==> config.mk <==
export PLATFORM = sky130hd
export DESIGN_NAME = mem_stage
export DESIGN_NICKNAME = d
export VERILOG_FILES = /design/src/rtl/riscv_pkg.sv /design/src/rtl/mem_align.sv /design/src/rtl/mem_stage.sv
export SDC_FILE = /design/constraint.sdc
export NUM_CORES = 1
export LEC_CHECK = 0
export BUFFER_PORTS_ARGS = -buffer_cell sky130_fd_sc_hd__buf_2
export CORE_MARGIN = 5
export CORE_UTILIZATION = 53
export CTS_CLUSTER_DIAMETER = 30
export DETAILED_ROUTE_END_ITERATION = 8
export HOLD_SLACK_MARGIN = 0.15
export PLACE_DENSITY = 0.87
export SYNTH_ARGS = -nofsm -noshare
export SYNTH_HDL_FRONTEND = slang
export SYNTH_SLANG_ARGS = --single-unit
==> constraint.sdc <==
create_clock -name clk -period 2.5 [get_ports clk]
set_input_delay 0.375 -clock clk [delete_from_list [all_inputs] [get_ports clk]]
set_output_delay 0.375 -clock clk [all_outputs]
set_load 0.05 [all_outputs]
==> src/rtl/riscv_pkg.sv <==
// Shared RV32I definitions: XLEN, load/store funct3 codes
// and the memory stage state encoding.
package riscv_pkg;

  localparam int XLEN = 32;

  localparam logic [2:0] F3_B  = 3'b000;
  localparam logic [2:0] F3_H  = 3'b001;
  localparam logic [2:0] F3_W  = 3'b010;
  localparam logic [2:0] F3_BU = 3'b100;
  localparam logic [2:0] F3_HU = 3'b101;

  typedef enum logic {
    IDLE = 1'b0,
    BUSY = 1'b1
  } mem_state_e;

endpackage

==> src/rtl/mem_align.sv <==
// Byte-lane steering for RV32I loads/stores: byte enables,
// store replication, load extraction/extension and legality.
module mem_align
  import riscv_pkg::*;
(
  input  logic [2:0]      funct3,
  input  logic [1:0]      addr,
  input  logic            is_store,
  input  logic [XLEN-1:0] store_data,
  input  logic [XLEN-1:0] rdata,
  output logic [3:0]      be,
  output logic [XLEN-1:0] wdata,
  output logic [XLEN-1:0] load_ext,
  output logic            misalign,
  output logic            illegal
);

  logic       is_b;
  logic       is_h;
  logic       is_w;
  logic       is_u;
  logic [7:0] lane_b;
  logic [15:0] lane_h;

  assign is_b = (funct3 == F3_B) || (funct3 == F3_BU);
  assign is_h = (funct3 == F3_H) || (funct3 == F3_HU);
  assign is_w = (funct3 == F3_W);
  assign is_u = (funct3 == F3_BU) || (funct3 == F3_HU);

  assign illegal  = !(is_b || is_h || is_w)
                  || (is_store && is_u);
  assign misalign = (is_h && addr[0])
                  || (is_w && (addr != 2'b00));

  always_comb begin
    lane_b = rdata[7:0];
    unique case (addr)
      2'd0: lane_b = rdata[7:0];
      2'd1: lane_b = rdata[15:8];
      2'd2: lane_b = rdata[23:16];
      2'd3: lane_b = rdata[31:24];
      default: lane_b = rdata[7:0];
    endcase
    lane_h = addr[1] ? rdata[31:16] : rdata[15:0];
  end

  always_comb begin
    be       = 4'b0000;
    wdata    = '0;
    load_ext = '0;
    unique case (1'b1)
      is_b: begin
        be       = 4'b0001 << addr;
        wdata    = {4{store_data[7:0]}};
        load_ext = is_u ? {24'b0, lane_b}
                        : {{24{lane_b[7]}}, lane_b};
      end
      is_h: begin
        be       = addr[1] ? 4'b1100 : 4'b0011;
        wdata    = {2{store_data[15:0]}};
        load_ext = is_u ? {16'b0, lane_h}
                        : {{16{lane_h[15]}}, lane_h};
      end
      is_w: begin
        be       = 4'b1111;
        wdata    = store_data;
        load_ext = rdata;
      end
      default: ;
    endcase
  end

endmodule

==> src/rtl/mem_stage.sv <==
// RV32I memory stage: single-outstanding req/ack data bus,
// upstream stall while busy, registered writeback outputs.
module mem_stage
  import riscv_pkg::*;
#(
  parameter int TIMEOUT_CYCLES = 256
) (
  input  logic        clk,
  input  logic        rst_n,
  input  logic        valid_in,
  output logic        ready_out,
  input  logic        mem_read,
  input  logic        mem_write,
  input  logic [2:0]  funct3,
  input  logic [31:0] alu_result,
  input  logic [31:0] store_data,
  input  logic [4:0]  rd_in,
  input  logic        reg_write_in,
  output logic        dmem_req,
  output logic        dmem_we,
  output logic [31:0] dmem_addr,
  output logic [3:0]  dmem_be,
  output logic [31:0] dmem_wdata,
  input  logic        dmem_ack,
  input  logic [31:0] dmem_rdata,
  output logic        valid_out,
  output logic [31:0] result,
  output logic [4:0]  rd_out,
  output logic        reg_write_out,
  output logic        mem_err
);

  localparam logic [31:0] TLIM =
    32'(TIMEOUT_CYCLES - 1);

  mem_state_e  state_q, state_d;
  logic        req_q, req_d;
  logic        we_q, we_d;
  logic [31:0] addr_q, addr_d;
  logic [3:0]  be_q, be_d;
  logic [31:0] wdata_q, wdata_d;
  logic [2:0]  f3_q, f3_d;
  logic [1:0]  off_q, off_d;
  logic [4:0]  rd_q, rd_d;
  logic        rw_q, rw_d;
  logic [31:0] cnt_q, cnt_d;
  logic        valid_q, valid_d;
  logic [31:0] res_q, res_d;
  logic [4:0]  rdo_q, rdo_d;
  logic        rwo_q, rwo_d;
  logic        err_q, err_d;

  logic        busy;
  logic [2:0]  f3_a;
  logic [1:0]  off_a;
  logic [3:0]  be_a;
  logic [31:0] wdata_a;
  logic [31:0] ld_a;
  logic        mis_a;
  logic        ill_a;
  logic        is_mem;
  logic        bad;
  logic        tmo;

  assign busy  = (state_q == BUSY);
  // one aligner serves the accept path and the load return
  assign f3_a  = busy ? f3_q  : funct3;
  assign off_a = busy ? off_q : alu_result[1:0];

  mem_align u_align (
    .funct3     (f3_a),
    .addr       (off_a),
    .is_store   (mem_write),
    .store_data (store_data),
    .rdata      (dmem_rdata),
    .be         (be_a),
    .wdata      (wdata_a),
    .load_ext   (ld_a),
    .misalign   (mis_a),
    .illegal    (ill_a)
  );

  assign is_mem = mem_read || mem_write;
  assign bad    = (mem_read && mem_write)
                || ill_a || mis_a;
  assign tmo    = (TIMEOUT_CYCLES != 0)
                && (cnt_q == TLIM);

  always_comb begin
    state_d = state_q;
    req_d   = req_q;
    we_d    = we_q;
    addr_d  = addr_q;
    be_d    = be_q;
    wdata_d = wdata_q;
    f3_d    = f3_q;
    off_d   = off_q;
    rd_d    = rd_q;
    rw_d    = rw_q;
    cnt_d   = cnt_q;
    valid_d = 1'b0;
    res_d   = res_q;
    rdo_d   = rdo_q;
    rwo_d   = rwo_q;
    err_d   = err_q;
    unique case (state_q)
      IDLE: begin
        if (valid_in) begin
          if (!is_mem || bad) begin
            valid_d = 1'b1;
            res_d   = alu_result;
            rdo_d   = rd_in;
            rwo_d   = !is_mem && reg_write_in;
            err_d   = is_mem;
          end else begin
            state_d = BUSY;
            req_d   = 1'b1;
            we_d    = mem_write;
            addr_d  = {alu_result[31:2], 2'b00};
            be_d    = be_a;
            wdata_d = wdata_a;
            f3_d    = funct3;
            off_d   = alu_result[1:0];
            rd_d    = rd_in;
            rw_d    = mem_read && reg_write_in;
            cnt_d   = '0;
          end
        end
      end
      BUSY: begin
        if (dmem_ack || tmo) begin
          state_d = IDLE;
          req_d   = 1'b0;
          valid_d = 1'b1;
          rdo_d   = rd_q;
          rwo_d   = dmem_ack && rw_q;
          err_d   = !dmem_ack;
          res_d   = (dmem_ack && !we_q) ? ld_a : '0;
        end else if (TIMEOUT_CYCLES != 0) begin
          cnt_d = cnt_q + 32'd1;
        end
      end
      default: state_d = IDLE;
    endcase
  end

  always_ff @(posedge clk or negedge rst_n) begin
    if (!rst_n) begin
      state_q <= IDLE;
      req_q   <= 1'b0;
      we_q    <= 1'b0;
      addr_q  <= '0;
      be_q    <= '0;
      wdata_q <= '0;
      f3_q    <= '0;
      off_q   <= '0;
      rd_q    <= '0;
      rw_q    <= 1'b0;
      cnt_q   <= '0;
      valid_q <= 1'b0;
      res_q   <= '0;
      rdo_q   <= '0;
      rwo_q   <= 1'b0;
      err_q   <= 1'b0;
    end else begin
      state_q <= state_d;
      req_q   <= req_d;
      we_q    <= we_d;
      addr_q  <= addr_d;
      be_q    <= be_d;
      wdata_q <= wdata_d;
      f3_q    <= f3_d;
      off_q   <= off_d;
      rd_q    <= rd_d;
      rw_q    <= rw_d;
      cnt_q   <= cnt_d;
      valid_q <= valid_d;
      res_q   <= res_d;
      rdo_q   <= rdo_d;
      rwo_q   <= rwo_d;
      err_q   <= err_d;
    end
  end

  assign ready_out     = (state_q == IDLE);
  assign dmem_req      = req_q;
  assign dmem_we       = we_q;
  assign dmem_addr     = addr_q;
  assign dmem_be       = be_q;
  assign dmem_wdata    = wdata_q;
  assign valid_out     = valid_q;
  assign result        = res_q;
  assign rd_out        = rdo_q;
  assign reg_write_out = rwo_q;
  assign mem_err       = err_q;

endmodule

==> reports/results.txt <==
CTS tree - yes
Critical Path Fanout Max - 42
share of cells above drive strength 1 - 0.276
Synth Area in XOR/XNOR - 0.0177
worst hold path cell count - 3
vias in the first global route - 7,455
area delta synth->final - 24.7%
max frequency - 432 MHz
initial drt markers - 925
CTS max path bufs - 2
first-pass GRT wire length - 39,200 µm
RSZ-0062 raised after global routing - no
Clock Latency Late Sink - 0.42 ns
Leakage - 4.87 nW
hold path endpoint - rd_q[1]
Synth Area in Compound Gates - 0.172
Startpoint Class - flop
RR Endpoint - result[6]
flop2flop setup slack - 0.19 ns
Die ar. - 17,400 µm²
worst hold path class - in -> reg
Adder-Cell Fraction of Synth Area - 0.00158
FILL cells - 1,129
CTS root buffer - clkbuf_16
die width - 132 µm
largest net degree at the start of global routing - 54
DRC viols - 0
core area - 14,600 µm²
RR Startpoint - busy
IO Pins - 222
mapped cell area - 7900 µm²
initial antenna violation count - 2
Placed Instances - 1,235
number of flops mapped to enable cells by yosys - 0
top cell type's share of synthesized area - 0.482
status - completed
Critical Path End Type - flop
antenna viol nets, final - 0
PortBufs - 219
Slew HR - 0.315
Avg Synthesized Cell Area - 9.18 µm²
Netlist cell types - 69
clock sinks - 152
# resized after CTS - 0
TNS Setup - 0 ns
Worst Max-Slew Pin Slew - 1.02 ns
WS Path Type - reg -> reg
multiplexer share of the synthesized area - 0.0591
clock slew at reported path FFs - 0.06 ns
Syn. warnings - 0
WP data arrival - 2.67 ns
DR vias - 7,610
Yosys top cell by area - dfrtp_1
Final #Nets - 1,183
Final period util - 0.925
synthesized flop and latch total - 152
Die Y - 132 µm
post-synthesis cell count - 860
clock skew - 0.00790 ns
Via density - 6.01
Pre-antenna DRT Iters - 7
maximum vdd drop - 796 µV
gr usage total - 0.274
main combinational cell family by area after synthesis - simple AND/OR/NAND/NOR gates
most common cell after layout, fill and taps aside - nand2_1
Synth Flop Type - dfrtp_1
placer congestion estimate - 0.953
Slew Viols, Final - 0
largest cells by area after synthesis - dfrtp_1 48%, nand2_1 11%, mux2i_1 5.2%
Final Setup Violations - 0
Synth Area in Simple Gates - 0.219
post-DP HPWL - 17,700 µm
pwr dens - 1170 nW/µm²
worst path required time - 2.86 ns
Max Cap Viol - 0
H-tree lvl count - 4
hold path startpoint - rd_in[1]
Rows - 44
post-DR wirelength/cell - 19.2 µm
Num CTS Buffers - 17
ys async rst share - 1.00
R2R cell count - 8
post-route minimum period - 2.31 ns
total gr overflow - 0
Non-Filler Instances - 1,267
Routed WL - 24,400 µm
Initial Util - 0.541
register area share after synthesis - 0.482
Hold Violations, Final - 0
Final Core Density - 0.675
most frequent cells in the layout - 224 x nand2_1, 218 x buf_2, 152 x dfrtp_1
how the worst max path moves through the flow:
stage	startpoint	end	depth (start not counted)
6_report	busy	result[6]	8
5_1_grt	busy	result[25]	7
4_1_cts	busy	result[6]	8
3_5_place_dp	busy	result[7]	6
3_3_place_gp	busy	result[6]	8
2_1_floorplan	busy	result[16]	8
layout make-up:
class                           count  area (µm²)  area share
Multi-Input combinational cell    623        3720       0.378
Clock inverter                      7        93.8     0.00953
Antenna cell                        1        2.50    0.000254
Inverter                           25        93.8     0.00953
Tap cell                          184         230      0.0234
Clock buffer                       23         488      0.0496
Timing Repair Buffer              252        1420       0.144
Sequential cell                   152        3800       0.386
kinds of logic after synthesis:
kind of cell             Yosys count
AO/OA/AOI/OAI                    179
flip-flops                       152
buffers and inverters             86
XOR/XNOR                          16
adder cells (fa/ha/maj)            1
AND/OR/NAND/NOR                  380
multiplexers                      45
other                              1
timing repair:
action / CTS / global route
hold buffers: 1 / 0
hold endpoints to repair: 50 / 0
buffers inserted: 0 / 0
metal layers:
layer,track usage,up-vias,routed length (µm)
li1,-,3487,-
met1,0.359,3593,9490
met2,0.431,442,11600
met3,0.0775,84,2240
met4,0.114,4,960
met5,0,-,27
synth_stat cells (all sizes together) (5+ instances only):
master     n
a211o      7
a21oi     27
a222oi    16
a2bb2oi    7
a31oi     13
a32o      17
and3       5
buf       34
clkbuf    27
dfrtp    152
inv       25
mux2i     42
nand2    224
nand3     32
nand4      9
nor2      47
nor3       9
nor4      12
o2111ai    8
o21a      10
o21ai     41
o221ai     8
o31ai      5
or3        9
or4        5
xnor2     13
power by group:
part,switching (W),internal [W]
registers,0.000526,0.00325
logic,0.00391,0.00126
clock network,0.000965,0.00156
state kept, by name, summed over array words and instances (netlist names), 2 cells and up:
name / flops
dmem_be: 4
rd_out: 5
rd_q: 5
off_q: 2
cnt_q: 32
result: 32
dmem_addr: 30
f3_q: 3
dmem_wdata: 32
per-stage QoR:
| stage | hold slack (ns) | instance area (µm²) | total power (W) | setup slack (ns) |
|---|---|---|---|---|
| global placement | 0.368 | 9250 | 0.00885 | 0.310 |
| finish | 0.166 | 9840 | 0.0115 | 0.187 |
| detailed placement | 0.367 | 9250 | 0.00896 | 0.251 |
| floorplan | 0.0794 | 7900 | 0.00752 | 0.367 |
| CTS | 0.157 | 9840 | 0.0115 | 0.216 |
| global route | 0.163 | 9840 | 0.0120 | 0.00615 |
critical path: stages (launching register included):
cell	delay, ns
dfrtp_1	0.39
buf_12	0.24
nand2_1	0.16
or3b_1	0.47
buf_4	0.24
a211oi_1	0.29
buf_4	0.20
a32o_1	0.16
a211o_1	0.10
No activity file was read; power rests on OpenSTA's default activity.
